$ cat src/rtl/apb_pkg.sv
// rtl/apb_pkg.sv - shared state type and sizing functions for apb_regfile
package apb_pkg;

    typedef enum logic [1:0] {IDLE, WAIT, ACCESS} state_t;

    function automatic int addr_lsb(input int dw);
        return (dw == 8) ? 0 : (dw == 16) ? 1 : 2;
    endfunction

    // Counter only ever holds (wait states - 1), so the larger count itself bounds the width.
    function automatic int ws_cnt_w(input int rd_ws, input int wr_ws);
        int m;
        int w;
        m = (rd_ws > wr_ws) ? rd_ws : wr_ws;
        w = 1;
        while ((1 << w) < m) w++;
        return w;
    endfunction

endpackage

$ cat src/rtl/apb_addr_dec.sv
// rtl/apb_addr_dec.sv - register index, range check and access-permission decode
module apb_addr_dec
    import apb_pkg::*;
#(
    parameter int              DW      = 32,
    parameter int              AW      = 8,
    parameter int              N_REG   = 8,
    parameter logic [N_REG-1:0] RO_MASK = '0,
    parameter logic [N_REG-1:0] WO_MASK = '0,
    parameter int              IW      = AW - addr_lsb(DW)
) (
    input  logic [AW-1:0] paddr,
    input  logic          pwrite,
    output logic [IW-1:0] idx,
    output logic          is_ro,
    output logic          is_wo,
    output logic          err
);

    localparam int LSB = addr_lsb(DW);

    logic in_range;
    logic unused_addr;

    assign idx         = paddr[AW-1:LSB];
    assign unused_addr = ^paddr;

    // A register flagged both read-only and write-only behaves as read-only.
    always_comb begin
        in_range = 1'b0;
        is_ro    = 1'b0;
        is_wo    = 1'b0;
        for (int i = 0; i < N_REG; i++) begin
            if (idx == IW'(i)) begin
                in_range = 1'b1;
                is_ro    = RO_MASK[i];
                is_wo    = WO_MASK[i] & ~RO_MASK[i];
            end
        end
    end

    assign err = ~in_range | (pwrite & is_ro) | (~pwrite & is_wo);

endmodule

$ cat src/rtl/apb_regfile.sv
// rtl/apb_regfile.sv - APB register file with wait states; APB_REGFILE_STRB_EN enables byte strobes
module apb_regfile
    import apb_pkg::*;
#(
    parameter int               DW      = 32,
    parameter int               AW      = 8,
    parameter int               N_REG   = 8,
    parameter int               RD_WS   = 1,
    parameter int               WR_WS   = 0,
    parameter logic [N_REG-1:0] RO_MASK = '0,
    parameter logic [N_REG-1:0] WO_MASK = '0
) (
    input  logic                pclk,
    input  logic                preset,
    input  logic [AW-1:0]       i_paddr,
    input  logic                i_pwrite,
    input  logic                i_psel,
    input  logic                i_penable,
    input  logic [DW-1:0]       i_pwdata,
    input  logic [DW/8-1:0]     i_pstrb,
    output logic [DW-1:0]       o_prdata,
    output logic                o_pready,
    output logic                o_pslverr,
    output logic [N_REG*DW-1:0] o_hw_ctl,
    input  logic [N_REG*DW-1:0] i_hw_sts,
    output logic [N_REG-1:0]    o_wr_stb
);

    localparam int IW = AW - addr_lsb(DW);
    localparam int CW = ws_cnt_w(RD_WS, WR_WS);
    localparam int NB = DW / 8;
    localparam logic [CW-1:0] RD_INIT = CW'((RD_WS > 0) ? RD_WS - 1 : 0);
    localparam logic [CW-1:0] WR_INIT = CW'((WR_WS > 0) ? WR_WS - 1 : 0);

    state_t          state, state_d;
    logic [CW-1:0]   cnt, cnt_d;
    logic [AW-1:0]   addr_q;
    logic            write_q;
    logic [DW-1:0]   regs [N_REG];
    logic            capture, load, commit;
    logic [AW-1:0]   dec_addr;
    logic            dec_write;
    logic [IW-1:0]   idx;
    logic            is_ro, is_wo, err;
    logic [DW-1:0]   rdata;
    logic [NB-1:0]   ben;

    // In IDLE the setup-cycle address is decoded directly so zero-wait transfers complete on time.
    assign dec_addr  = (state == IDLE) ? i_paddr  : addr_q;
    assign dec_write = (state == IDLE) ? i_pwrite : write_q;

    apb_addr_dec #(
        .DW      (DW),
        .AW      (AW),
        .N_REG   (N_REG),
        .RO_MASK (RO_MASK),
        .WO_MASK (WO_MASK),
        .IW      (IW)
    ) u_dec (
        .paddr  (dec_addr),
        .pwrite (dec_write),
        .idx    (idx),
        .is_ro  (is_ro),
        .is_wo  (is_wo),
        .err    (err)
    );

`ifdef APB_REGFILE_STRB_EN
    assign ben = i_pstrb;
`else
    logic unused_strb;
    assign ben         = '1;
    assign unused_strb = ^i_pstrb;
`endif

    always_comb begin
        state_d = state;
        cnt_d   = cnt;
        capture = 1'b0;
        load    = 1'b0;
        commit  = 1'b0;
        unique case (state)
            IDLE: begin
                if (i_psel && !i_penable) begin
                    capture = 1'b1;
                    if ((i_pwrite ? WR_WS : RD_WS) == 0) begin
                        load    = 1'b1;
                        state_d = ACCESS;
                    end else begin
                        cnt_d   = i_pwrite ? WR_INIT : RD_INIT;
                        state_d = WAIT;
                    end
                end
            end
            WAIT: begin
                if (!i_psel) begin
                    state_d = IDLE;
                end else if (cnt == '0) begin
                    load    = 1'b1;
                    state_d = ACCESS;
                end else begin
                    cnt_d = cnt - CW'(1);
                end
            end
            ACCESS: begin
                state_d = IDLE;
                commit  = i_psel && i_penable && write_q && !err;
            end
            default: state_d = IDLE;
        endcase
    end

    always_comb begin
        rdata = '0;
        for (int i = 0; i < N_REG; i++) begin
            if (idx == IW'(i) && !is_wo) begin
                rdata = is_ro ? i_hw_sts[i*DW +: DW] : regs[i];
            end
        end
    end

    always_ff @(posedge pclk) begin
        if (preset) begin
            state     <= IDLE;
            cnt       <= '0;
            addr_q    <= '0;
            write_q   <= 1'b0;
            o_prdata  <= '0;
            o_pready  <= 1'b0;
            o_pslverr <= 1'b0;
            o_wr_stb  <= '0;
            for (int i = 0; i < N_REG; i++) regs[i] <= '0;
        end else begin
            state     <= state_d;
            cnt       <= cnt_d;
            o_pready  <= load;
            o_pslverr <= load & err;
            o_wr_stb  <= '0;
            if (capture) begin
                addr_q  <= i_paddr;
                write_q <= i_pwrite;
            end
            if (load && !dec_write) o_prdata <= rdata;
            if (commit) begin
                for (int i = 0; i < N_REG; i++) begin
                    if (idx == IW'(i)) begin
                        o_wr_stb[i] <= 1'b1;
                        for (int b = 0; b < NB; b++) begin
                            if (ben[b]) regs[i][b*8 +: 8] <= i_pwdata[b*8 +: 8];
                        end
                    end
                end
            end
        end
    end

    for (genvar g = 0; g < N_REG; g++) begin : g_hw_ctl
        assign o_hw_ctl[g*DW +: DW] = regs[g];
    end

endmodule

$ cat config.mk
export PLATFORM = sky130hd
export DESIGN_NAME = apb_regfile
export DESIGN_NICKNAME = d
export VERILOG_FILES = /design/src/rtl/apb_pkg.sv /design/src/rtl/apb_addr_dec.sv /design/src/rtl/apb_regfile.sv
export SDC_FILE = /design/constraint.sdc
export NUM_CORES = 1
export LEC_CHECK = 0
export ABC_AREA = 1
export CAP_MARGIN = 10
export CELL_PAD_IN_SITES_DETAIL_PLACEMENT = 2
export CELL_PAD_IN_SITES_GLOBAL_PLACEMENT = 2
export CORE_ASPECT_RATIO = 1.2
export CORE_MARGIN = 2
export CORE_UTILIZATION = 22
export CTS_BUF_LIST = sky130_fd_sc_hd__clkbuf_4 sky130_fd_sc_hd__clkbuf_8
export DETAILED_ROUTE_END_ITERATION = 6
export MAX_ROUTING_LAYER = met4
export PLACE_DENSITY_LB_ADDON = 0.1
export SKIP_LAST_GASP = 1
export SLEW_MARGIN = 10
export SYNTH_ARGS = -nofsm -noshare
export SYNTH_HDL_FRONTEND = slang
export SYNTH_SLANG_ARGS = --single-unit
$ cat constraint.sdc
create_clock -name pclk -period 5.15 [get_ports pclk]
set_input_delay 1.545 -clock pclk [delete_from_list [all_inputs] [get_ports pclk]]
set_output_delay 1.545 -clock pclk [all_outputs]
set_load 0.005 [all_outputs]
==> run metrics <==
status=finished clean; Syn Inst Count=roughly 1300; 1st-iter DRT viols=~380; Lkg Pwr=about 7 nW; switch share=roughly a quarter; Clock power frac=42.9%; DR vias=around 11000; half-perimeter wire length after placement=approximately 40000 µm; Setup TNS Final=0 ns; RSZ-0062 raised after global routing=false; Synth Register Bits=307; area grow syn2layout=44.13%; Cell Area, Synth=~0.013 mm²; yosys warns=0; drt drc=0; Layout Skew=around 0.022 ns; Post-DRT Antenna Nets=0; grt total ovfl=0; Multi-input gate area=approximately 0.0034 mm²; Setup WS pre-CTS=between 0.8 and 0.9 ns; CTS Buffer Depth=3; number of global-route vias before repair=11872; Worst Path Arrival=3.91 ns; Clock Latency Late Sink=~0.64 ns; WL per Instance=approximately 25 µm; die area=0.05972 mm²; Die W=about 220 µm; Slowest-stage cell, CP=inv_2; Final Hold Vio Count=0; CTS Sinks=~310; Power Density=about 320 mW/mm²; Max Cap Viol=0; first-pass GRT wire length=86150 µm; Slew @ Worst Pin=1.019 ns; internal power=between 4 and 5 mW; register area=between 0.008 and 0.009 mm²; CP max FO=32; total track usage=a little over a fifth; DRT Pass-1 Iters=5; # rows=96; Avg Inst Size Synth=just over 10 µm²; Fillers=6293; Critical Path Source=i_paddr[5]; Flop pwr share=48.2%; fmax=approximately 280 MHz; Final Critical Period=3.568 ns; IO buf count=340; initial antenna violation count=5; Initial Util=22.23%; Placer Congestion=about 0.79; number of endpoints failing setup at the final stage=0; crit path kind=in2reg; final worst setup slack=1.582 ns; most frequent CP cell=nor2_1; Startpoint Class=primary input; Hold Startpoint=o_prdata[7]; Max H-tree Level=2; sequential area share after synthesis=approximately two thirds; data required time of the worst path=roughly 5.5 ns; Via density=roughly 4.4; kind of end point of the critical path=flip-flop; final worst path period share=between 60 and 70%; combinational group share of total power=under 10%; Max IR drop VDD=around 0.15 mV; Unique masters post-synth=25; Die H=roughly 270 µm; core area=~0.057 mm²; post-cts sizing count=0; CTS Buf Count=57; Slew headroom=31.99%; hold crit path type=reg2reg; Root Driver=clkbuf_8; CTS tree=yes; Hold WS=0.4645 ns; syn_nets=roughly 1600; final slew viol count=0; Reg-to-Reg Start=state[1]; share of cells above drive strength 1=around 10%; Cell Chain, Critical Path=clkdlybuf4s50_1 -> nor2_1 -> nand3b_1 -> nand2_2 -> nand4_1 -> buf_4 -> nor2_1 -> inv_1 -> nor2_1 -> inv_2 -> nor2_1; largest net degree at the start of global routing=65; Total Wirelength=slightly above 60000 µm; Clock transition at path regs=~0.060 ns; Post-CTS Hold Fix Bufs=0; switching power=roughly 1.5 mW; layout net count=just under 2000; CP delay by family, top=buffers and inverters; Post-CTS Setup Inserts=0; CP Buf/Inv Count=4; # IOs=around 600; critical path's largest stage delay=~0.74 ns
==> power by group through the flow <==
| stage | clock, mW | sequential (mW) | combinational, mW |
|---|---|---|---|
| after floorplan | 0 | 2.90 | 0.149 |
| after global placement | 0 | 2.90 | 0.538 |
| after detailed placement | 0 | 2.91 | 0.540 |
| after CTS | 2.63 | 2.86 | 0.543 |
| after global routing | 2.72 | 2.87 | 0.569 |
| final | 2.54 | 2.85 | 0.526 |
==> metrics by stage <==
stage | power, mW | std cells | area, µm² | utilization, %
finish | 5.915 | 2410 | 18320 | 32.04
detailed placement | 3.446 | 2300 | 17090 | 29.90
global placement | 3.440 | 2300 | 17090 | 29.90
floorplan | 3.051 | 1259 | 12710 | -
CTS | 6.024 | 2404 | 18300 | 32.01
global route | 6.161 | 2409 | 18320 | 32.04
==> logic make-up (layout without fill, tap and decap cells) <==
family / after synthesis / after routing / share of synthesized area, %
buffers and inverters: 153 / 563 / 5.158
AOI/OAI and AO/OA: 109 / 109 / 4.479
other: 0 / 6 / 0
DFF: 307 / 307 / 68.52
and+or+nand+nor: 690 / 690 / 21.84
==> state kept, by name, indices dropped and copies added (netlist names) <==
signal / flops
o_pready: 1
regs: 256
o_pslverr: 1
o_prdata: 32
addr_q: 6
o_wr_stb: 8
write_q: 1
state: 2
==> Yosys cell counts <==
cell      count  share of area, %
nand3_1      62               2.4
a21oi_1      93               3.7
buf_1         1             0.030
nor2_2        3              0.15
nand2_4       1             0.089
nor3_2        1             0.079
nand2_2       6              0.30
nor3_1        5              0.20
nand4_1      13              0.64
edfxtp_1    256                60
nand3b_1      1             0.059
o21ai_0      10              0.39
inv_2        10              0.30
nor2_1      309               9.1
buf_6         2              0.18
nand2_1     285               8.4
dfxtp_1      51               8.0
buf_2        35               1.4
o21bai_1      4              0.24
buf_4         6              0.35
nor2_4        4              0.35
a211oi_1      1             0.059
clkbuf_1     18              0.53
o21ai_4       1              0.13
inv_1        81               2.4
==> layer usage <==
| layer | global-route usage, % | vias up | routed length [µm] |
|---|---|---|---|
| met1 | 25.06 | 5418 | 26680 |
| met2 | 33.44 | 348 | 27890 |
| met4 | 4.541 | 0 | 943 |
| met3 | 8.140 | 65 | 5562 |
| met5 | - | - | 0 |
| li1 | - | 4877 | - |
==> area by class of cell <==
cell class,count,share of cell area (%)
Sequential cell,307,47.54
Timing Repair Buffer,368,20.19
Clock buffer,85,5.703
Inverter,91,1.865
Multi-Input combinational cell,799,18.70
Antenna cell,6,0.08196
Clock inverter,19,0.9016
Tap cell,735,5.020
==> tightest hold or removal path, delay by kind of cell (launching register included) <==
kind | cells | cell delay, ns
AOI/OAI and AO/OA | 1 | 0.05
DFF | 1 | 0.31
and+or+nand+nor | 1 | 0.06
==> final timing paths <==
| kind | end | slack [ns] | cells after the start |
|---|---|---|---|
| min reg2reg | o_prdata[7] | 0.46 | 2 |
| max reg2reg | o_prdata[15] | 2.42 | 14 |
| min | o_prdata[7] | 0.46 | 2 |
| max | regs[1][12] | 1.58 | 11 |
==> cells in the final DEF, fill, tap and decap left out, types with 7 or more instances in the layout <==
cell type        count
clkdlybuf4s50_1    339
nor2_1             309
nand2_1            275
edfxtp_1           256
a21oi_1             93
inv_1               81
clkbuf_8            65
nand3_1             62
dfxtp_1             51
buf_4               22
clkbuf_4            20
nand2_2             15
nand4_1             13
inv_2               10
clkinv_1             8
o21ai_0              7
buf_12               7
(Power assumes the default switching activity.)
